<file path="config.mk">
export PLATFORM = sky130hd
export DESIGN_NAME = rtc_cycle_ctrl
export DESIGN_NICKNAME = d
export VERILOG_FILES = /design/src/rtl/u409_pkg.sv /design/src/rtl/rtc_cycle_ctrl.sv
export SDC_FILE = /design/constraint.sdc
export NUM_CORES = 1
export LEC_CHECK = 0
export CORE_ASPECT_RATIO = 0.7
export CORE_MARGIN = 2
export CORE_UTILIZATION = 43
export DETAILED_ROUTE_END_ITERATION = 10
export GPL_TIMING_DRIVEN = 1
export PLACE_DENSITY = 0.67
export SLEW_MARGIN = 20
export SYNTH_ARGS = -nofsm -noshare
export SYNTH_HDL_FRONTEND = slang
export SYNTH_SLANG_ARGS = --single-unit
export TNS_END_PERCENT = 1
</file>
<file path="constraint.sdc">
create_clock -name CLK40 -period 1.8 [get_ports CLK40]
set_input_delay 0.36 -clock CLK40 [delete_from_list [all_inputs] [get_ports CLK40]]
set_output_delay 0.36 -clock CLK40 [all_outputs]
set_load 0.01 [all_outputs]
</file>
<file path="src/rtl/u409_pkg.sv">
// Shared definitions for the U409 local-bus blocks: RTC sequencer state
// encoding and the CLK40 period.
`timescale 1ns/100ps
package u409_pkg;

    localparam logic [2:0] ST_IDLE     = 3'd0;
    localparam logic [2:0] ST_SETUP    = 3'd1;
    localparam logic [2:0] ST_STROBE   = 3'd2;
    localparam logic [2:0] ST_HOLD     = 3'd3;
    localparam logic [2:0] ST_ACK      = 3'd4;
    localparam logic [2:0] ST_ACK_HOLD = 3'd5;
    localparam logic [2:0] ST_RECOVER  = 3'd6;

    typedef enum logic [2:0] {
        IDLE     = ST_IDLE,
        SETUP    = ST_SETUP,
        STROBE   = ST_STROBE,
        HOLD     = ST_HOLD,
        ACK      = ST_ACK,
        ACK_HOLD = ST_ACK_HOLD,
        RECOVER  = ST_RECOVER
    } rtc_state_t;

    // 25 ns CLK40 period; default write access is 10 clocks = 250 ns.
    localparam int CLK40_PERIOD_NS = 25;

    // A timed state lasting n clocks starts its down-counter at n-1.
    function automatic logic [3:0] load_val(input int unsigned n);
        return 4'(n - 1);
    endfunction

endpackage

</file>
<file path="src/rtl/rtc_cycle_ctrl.sv">
// RTC bus-cycle sequencer: decodes an RTC access on the U409 local bus and
// generates CSn/RDn/WRn timing, buffer control and a single-clock TACK.
`timescale 1ns/100ps
module rtc_cycle_ctrl
    import u409_pkg::*;
#(
    parameter int unsigned SETUP_CLKS    = 2,
    parameter int unsigned STROBE_CLKS   = 6,
    parameter int unsigned HOLD_CLKS     = 2,
    parameter int unsigned ACK_HOLD_CLKS = 2,
    parameter int unsigned RECOVER_CLKS  = 4
) (
    input  logic CLK40,
    input  logic RESETn,
    input  logic TSn,
    input  logic RnW,
    input  logic RTC_SPACE,
    output logic RTC_CSn,
    output logic RTC_RDn,
    output logic RTC_WRn,
    output logic RTC_DBUF_OEn,
    output logic RTC_DIR,
    output logic RTC_TACK,
    output logic RTC_BUSY
);

    rtc_state_t state, state_nxt;
    logic [3:0] cnt, cnt_nxt;
    logic       rd, rd_nxt;
    logic       start;

    logic csn_nxt, rdn_nxt, wrn_nxt, oen_nxt, dir_nxt, tack_nxt, busy_nxt;

    assign start = !TSn && RTC_SPACE;

    always_ff @(posedge CLK40 or negedge RESETn) begin
        if (!RESETn) begin
            state <= IDLE;
            cnt   <= 4'd0;
            rd    <= 1'b1;
        end else begin
            state <= state_nxt;
            cnt   <= cnt_nxt;
            rd    <= rd_nxt;
        end
    end

    // Each timed state counts down to zero, then loads the next state's count.
    always_comb begin
        state_nxt = state;
        cnt_nxt   = cnt;
        rd_nxt    = rd;
        case (state)
            IDLE: begin
                if (start) begin
                    state_nxt = SETUP;
                    cnt_nxt   = load_val(SETUP_CLKS);
                    rd_nxt    = RnW;
                end
            end
            SETUP: begin
                if (cnt == 4'd0) begin
                    state_nxt = STROBE;
                    cnt_nxt   = load_val(STROBE_CLKS);
                end else begin
                    cnt_nxt = cnt - 4'd1;
                end
            end
            STROBE: begin
                if (cnt == 4'd0) begin
                    if (rd) begin
                        state_nxt = ACK;
                        cnt_nxt   = 4'd0;
                    end else begin
                        state_nxt = HOLD;
                        cnt_nxt   = load_val(HOLD_CLKS);
                    end
                end else begin
                    cnt_nxt = cnt - 4'd1;
                end
            end
            HOLD: begin
                if (cnt == 4'd0) begin
                    state_nxt = ACK;
                    cnt_nxt   = 4'd0;
                end else begin
                    cnt_nxt = cnt - 4'd1;
                end
            end
            ACK: begin
                if (rd) begin
                    state_nxt = ACK_HOLD;
                    cnt_nxt   = load_val(ACK_HOLD_CLKS);
                end else begin
                    state_nxt = RECOVER;
                    cnt_nxt   = load_val(RECOVER_CLKS);
                end
            end
            ACK_HOLD: begin
                if (cnt == 4'd0) begin
                    state_nxt = RECOVER;
                    cnt_nxt   = load_val(RECOVER_CLKS);
                end else begin
                    cnt_nxt = cnt - 4'd1;
                end
            end
            RECOVER: begin
                if (cnt == 4'd0) begin
                    state_nxt = IDLE;
                    cnt_nxt   = 4'd0;
                end else begin
                    cnt_nxt = cnt - 4'd1;
                end
            end
            default: begin
                state_nxt = IDLE;
                cnt_nxt   = 4'd0;
            end
        endcase
    end

    // Outputs are decoded from the upcoming state so they can be registered
    // without an extra clock of latency.
    always_comb begin
        csn_nxt  = 1'b1;
        rdn_nxt  = 1'b1;
        wrn_nxt  = 1'b1;
        oen_nxt  = 1'b1;
        dir_nxt  = 1'b1;
        tack_nxt = 1'b0;
        busy_nxt = 1'b1;
        case (state_nxt)
            IDLE: begin
                busy_nxt = 1'b0;
            end
            SETUP, HOLD: begin
                csn_nxt = 1'b0;
                oen_nxt = 1'b0;
                dir_nxt = rd_nxt;
            end
            STROBE: begin
                csn_nxt = 1'b0;
                oen_nxt = 1'b0;
                dir_nxt = rd_nxt;
                rdn_nxt = !rd_nxt;
                wrn_nxt = rd_nxt;
            end
            ACK: begin
                tack_nxt = 1'b1;
                dir_nxt  = rd_nxt;
                if (rd_nxt) begin
                    csn_nxt = 1'b0;
                    oen_nxt = 1'b0;
                    rdn_nxt = 1'b0;
                end
            end
            ACK_HOLD: begin
                csn_nxt = 1'b0;
                oen_nxt = 1'b0;
                rdn_nxt = 1'b0;
                dir_nxt = rd_nxt;
            end
            RECOVER: begin
                busy_nxt = 1'b1;
            end
            default: begin
                busy_nxt = 1'b0;
            end
        endcase
    end

    always_ff @(posedge CLK40 or negedge RESETn) begin
        if (!RESETn) begin
            RTC_CSn      <= 1'b1;
            RTC_RDn      <= 1'b1;
            RTC_WRn      <= 1'b1;
            RTC_DBUF_OEn <= 1'b1;
            RTC_DIR      <= 1'b1;
            RTC_TACK     <= 1'b0;
            RTC_BUSY     <= 1'b0;
        end else begin
            RTC_CSn      <= csn_nxt;
            RTC_RDn      <= rdn_nxt;
            RTC_WRn      <= wrn_nxt;
            RTC_DBUF_OEn <= oen_nxt;
            RTC_DIR      <= dir_nxt;
            RTC_TACK     <= tack_nxt;
            RTC_BUSY     <= busy_nxt;
        end
    end

endmodule

</file>
==> reports/summary.txt <==
================================================================================
Post-layout power                                                       2.118 mW
Clock Sink Count                                                              14
Total iterations of the first detailed-routing run                             4
Routability congestion estimate                                           0.8286
Data required time of the worst path                                     2.03 ns
Most frequent cells after synthesis                                 sky130_fd_sc_hd__dfrtp_1 (9), sky130_fd_sc_hd__nand2_1 (8)
Post-detail-place hpwl                                                   1607 um
Final critical-path share of the clock period                             95.81%
Ordered list of cells on the worst path                             inv_2 -> ha_4 -> or3b_1 -> mux2i_1 -> a211o_1 -> a22o_1
Post-synthesis to final-layout area growth                                31.40%
First-pass GRT wire length                                               3705 um
Biggest cell delay along the critical path                               0.41 ns
Depth of the most critical reg-to-reg path                                     6
Number of fill cells                                                         171
Clock root buffer master                                            sky130_fd_sc_hd__clkbuf_4
Number of nets produced by synthesis                                         107
Worst slew margin relative to its limit                                   67.57%
Iter 0 DRT Violations                                                         18
Wirelength, routed                                                       2237 um
Die area                                                                2442 um2
CTS H-tree depth                                                               1
Area leader, netlist                                                sky130_fd_sc_hd__dfrtp_1
Setup-violating endpoint count in the final report                             0
CTS tree                                                                    done
Status                                                                 completed
Die Y-Extent                                                            41.95 um
Number of flip-flops and latches in the synthesized netlist                   14
Worst reg2reg path startpoint                                             cnt[1]
Congestion Overflow GR                                                         0
Number of cells in the design after placement                                141
Detail-routed via count per cell                                           5.738
Total of warnings raised by yosys                                              0
Final std cells w/o fill                                                     145
Die extent in x                                                         58.21 um
Worst EP arrival                                                         1.95 ns
Number of unique standard cell types used by synthesis                        41
Max Fanout on Critical Path                                                    3
Maximum VDD drop                                                       0.9808 mV
Hold Crit Class                                                     primary input to asynchronous set/reset pin
Power Dens Cells                                                     1822 nW/um2
Dominant cells by area after synthesis                              sky130_fd_sc_hd__dfrtp_1 (25%), sky130_fd_sc_hd__dfstp_2 (15%), sky130_fd_sc_hd__nor2b_1 (4.2%)
All-Layer GR Usage                                                        20.30%
# diodes                                                                       0
Fraction of layout instances using a drive strength above 1               24.39%
Minimum period implied by the final worst setup slack                   1.725 ns
Prevailing post-synth register cell                                 sky130_fd_sc_hd__dfrtp_1
Type of destination of the critical path                               flip-flop
Leakage Power                                                          0.5203 nW
Setup slack after layout                                              0.07544 ns
Async S/R FF share, synth                                                 100.0%
Placed cell area                                                        1102 um2
Number of synthesized flops with an enable pin                                 0
Initial cell density of the core                                          46.48%
Pin count of the biggest net entering global routing                          17
Avg WL per Cell                                                         15.43 um
Maximum clock frequency                                                579.9 MHz
Post-route antenna net violation count                                         0
Via count                                                                    832
Share of synthesized area occupied by flip-flops and latches              40.31%
Clock transition at the registers of the reported paths                  0.10 ns
Number of primary I/O pins                                                    12
Final nets                                                                   131
Core area                                                               1903 um2
Final std cell area, no fill                                            1162 um2
Number of cells produced by synthesis                                        100
Clock latency on the worst-skew pair                                     0.29 ns
Initial antenna violation count                                                0
Cts-stage hold buffer count                                                    0
Number of pins with negative max-slew slack in the final report                0
Max stage delay cell, worst path                                    sky130_fd_sc_hd__dfrtp_1
Detailed-route DRC error count                                                 0
Vias in the first global route                                               797
Final hold viol count                                                          0
Critical path origin                                                      cnt[1]
Critical path class                                                 flip-flop to flip-flop
Worst r2r dst                                                            RTC_RDn
Number of buffer cells added on primary ports                                 11
Buffer depth of the longest clock path                                         2
Sort of element at the start of the critical path                      flip-flop
Pre-CTS setup slack                                                  -0.01880 ns
MaxCap Viol Count                                                              0
Post-synthesis average cell area                                       8.846 um2
Reg-to-reg setup timing slack                                            0.08 ns
Number of buffers inserted during clock tree synthesis                         3
Area taken by flip-flops and latches                                   356.6 um2
Cell area after synthesis                                              884.6 um2
Fraction of post-synthesis cell area in the top cell type by area         25.46%
Clock skew                                                           0.004091 ns
Worst hold slack across all endpoints                                  0.3664 ns
Cell with the most instances after synthesis                        sky130_fd_sc_hd__dfrtp_1
Transition time at the pin with the least slew margin                  0.4865 ns
Site row count                                                                13
Area taken by multi-input logic gates                                  489.2 um2
================================================================================
## kinds of logic (layout without fill, tap and decap cells)
kind of cell | count (synthesis) | in the layout | share of synthesized area [%]
simple gates | 39 | 39 | 24.61
compound gates | 29 | 29 | 23.06
flops | 14 | 14 | 40.31
buf+inv | 14 | 37 | 7.072
fa+ha+maj | 2 | 2 | 2.828
xor+xnor | 1 | 1 | 0.9903
mux | 1 | 1 | 1.132
## how the worst max path moves through the flow
stage | cells past startpoint | endpoint | slack, ns
after global routing | 7 | RTC_RDn | -0.01
after floorplan | 7 | RTC_RDn | 0.04
after global placement | 7 | RTC_RDn | 0.02
final | 6 | RTC_RDn | 0.08
after detailed placement | 5 | RTC_RDn | -0.02
after CTS | 7 | RTC_RDn | 0.002
## layer usage
layer | share of wire [%] | wire [um] | global-route usage [%]
met5 | 0 | 0 | 0
met4 | 0 | 0 | 1.395
met2 | 47 | 1044 | 31.36
met1 | 46 | 1021 | 27.82
met3 | 7.6 | 171 | 8.411
## what timing repair did
item | CTS | global route
setup endpoints to repair | 0 | 4
setup buffers | 0 | 1
gates resized for setup | 0 | 6
## registers in the layout, summed over array words and instances, names as in the netlist
name / count
state: 3
RTC_WRn: 1
RTC_RDn: 1
RTC_BUSY: 1
cnt: 4
rd: 1
RTC_DIR: 1
RTC_TACK: 1
RTC_DBUF_OEn: 1
## metrics by stage
| stage | TNS (ns) | utilization (%) |
|---|---|---|
| after floorplan | 0 | - |
| final | 0 | 61.08 |
| after detailed placement | -0.01880 | 57.92 |
| after global routing | -0.01036 | 61.08 |
| after global placement | 0 | 57.92 |
| after CTS | 0 | 59.83 |
## cell usage in the layout, fill, tap and decap left out, types with 2 or more instances in the layout
master	synthesis	final
sky130_fd_sc_hd__nand2b_1	4	4
sky130_fd_sc_hd__buf_4	1	16
sky130_fd_sc_hd__o21ai_1	4	4
sky130_fd_sc_hd__inv_1	6	4
sky130_fd_sc_hd__clkbuf_4	0	3
sky130_fd_sc_hd__dfrtp_1	9	9
sky130_fd_sc_hd__nand2_1	8	8
sky130_fd_sc_hd__or2_1	3	3
sky130_fd_sc_hd__dfstp_2	5	5
sky130_fd_sc_hd__o21ai_0	2	2
sky130_fd_sc_hd__a221oi_1	3	3
sky130_fd_sc_hd__nand3_1	2	2
sky130_fd_sc_hd__clkdlybuf4s50_1	0	11
sky130_fd_sc_hd__nor3_1	2	2
sky130_fd_sc_hd__a21oi_1	6	6
sky130_fd_sc_hd__and2_1	2	2
sky130_fd_sc_hd__nor2_1	6	6
sky130_fd_sc_hd__inv_2	0	2
sky130_fd_sc_hd__nor2b_1	6	6
## layout make-up
| type | instances | area share, % |
|---|---|---|
| multi-input cells | 72 | 42.09 |
| flip-flops and latches | 14 | 30.68 |
| repair buffers | 27 | 19.81 |
| clock buffers | 4 | 3.122 |
| well taps | 22 | 2.368 |
| inverters | 6 | 1.938 |
## worst max-delay path: cells and delay by family (launching register included)
kind | cells | cell delay, ns
AOI/OAI and AO/OA | 2 | 0.47
adders and majority gates | 1 | 0.14
buffers and inverters | 1 | 0.09
DFF | 1 | 0.41
muxes | 1 | 0.17
and+or+nand+nor | 1 | 0.39
## report_power, final
part           switching (mW)  internal (mW)  leakage (nW)  total [mW]
combinational           0.551          0.651         0.339        1.20
sequential              0.195          0.482         0.160       0.676
clock                   0.116          0.123        0.0210       0.240
Power figures use the tool's default switching activity.
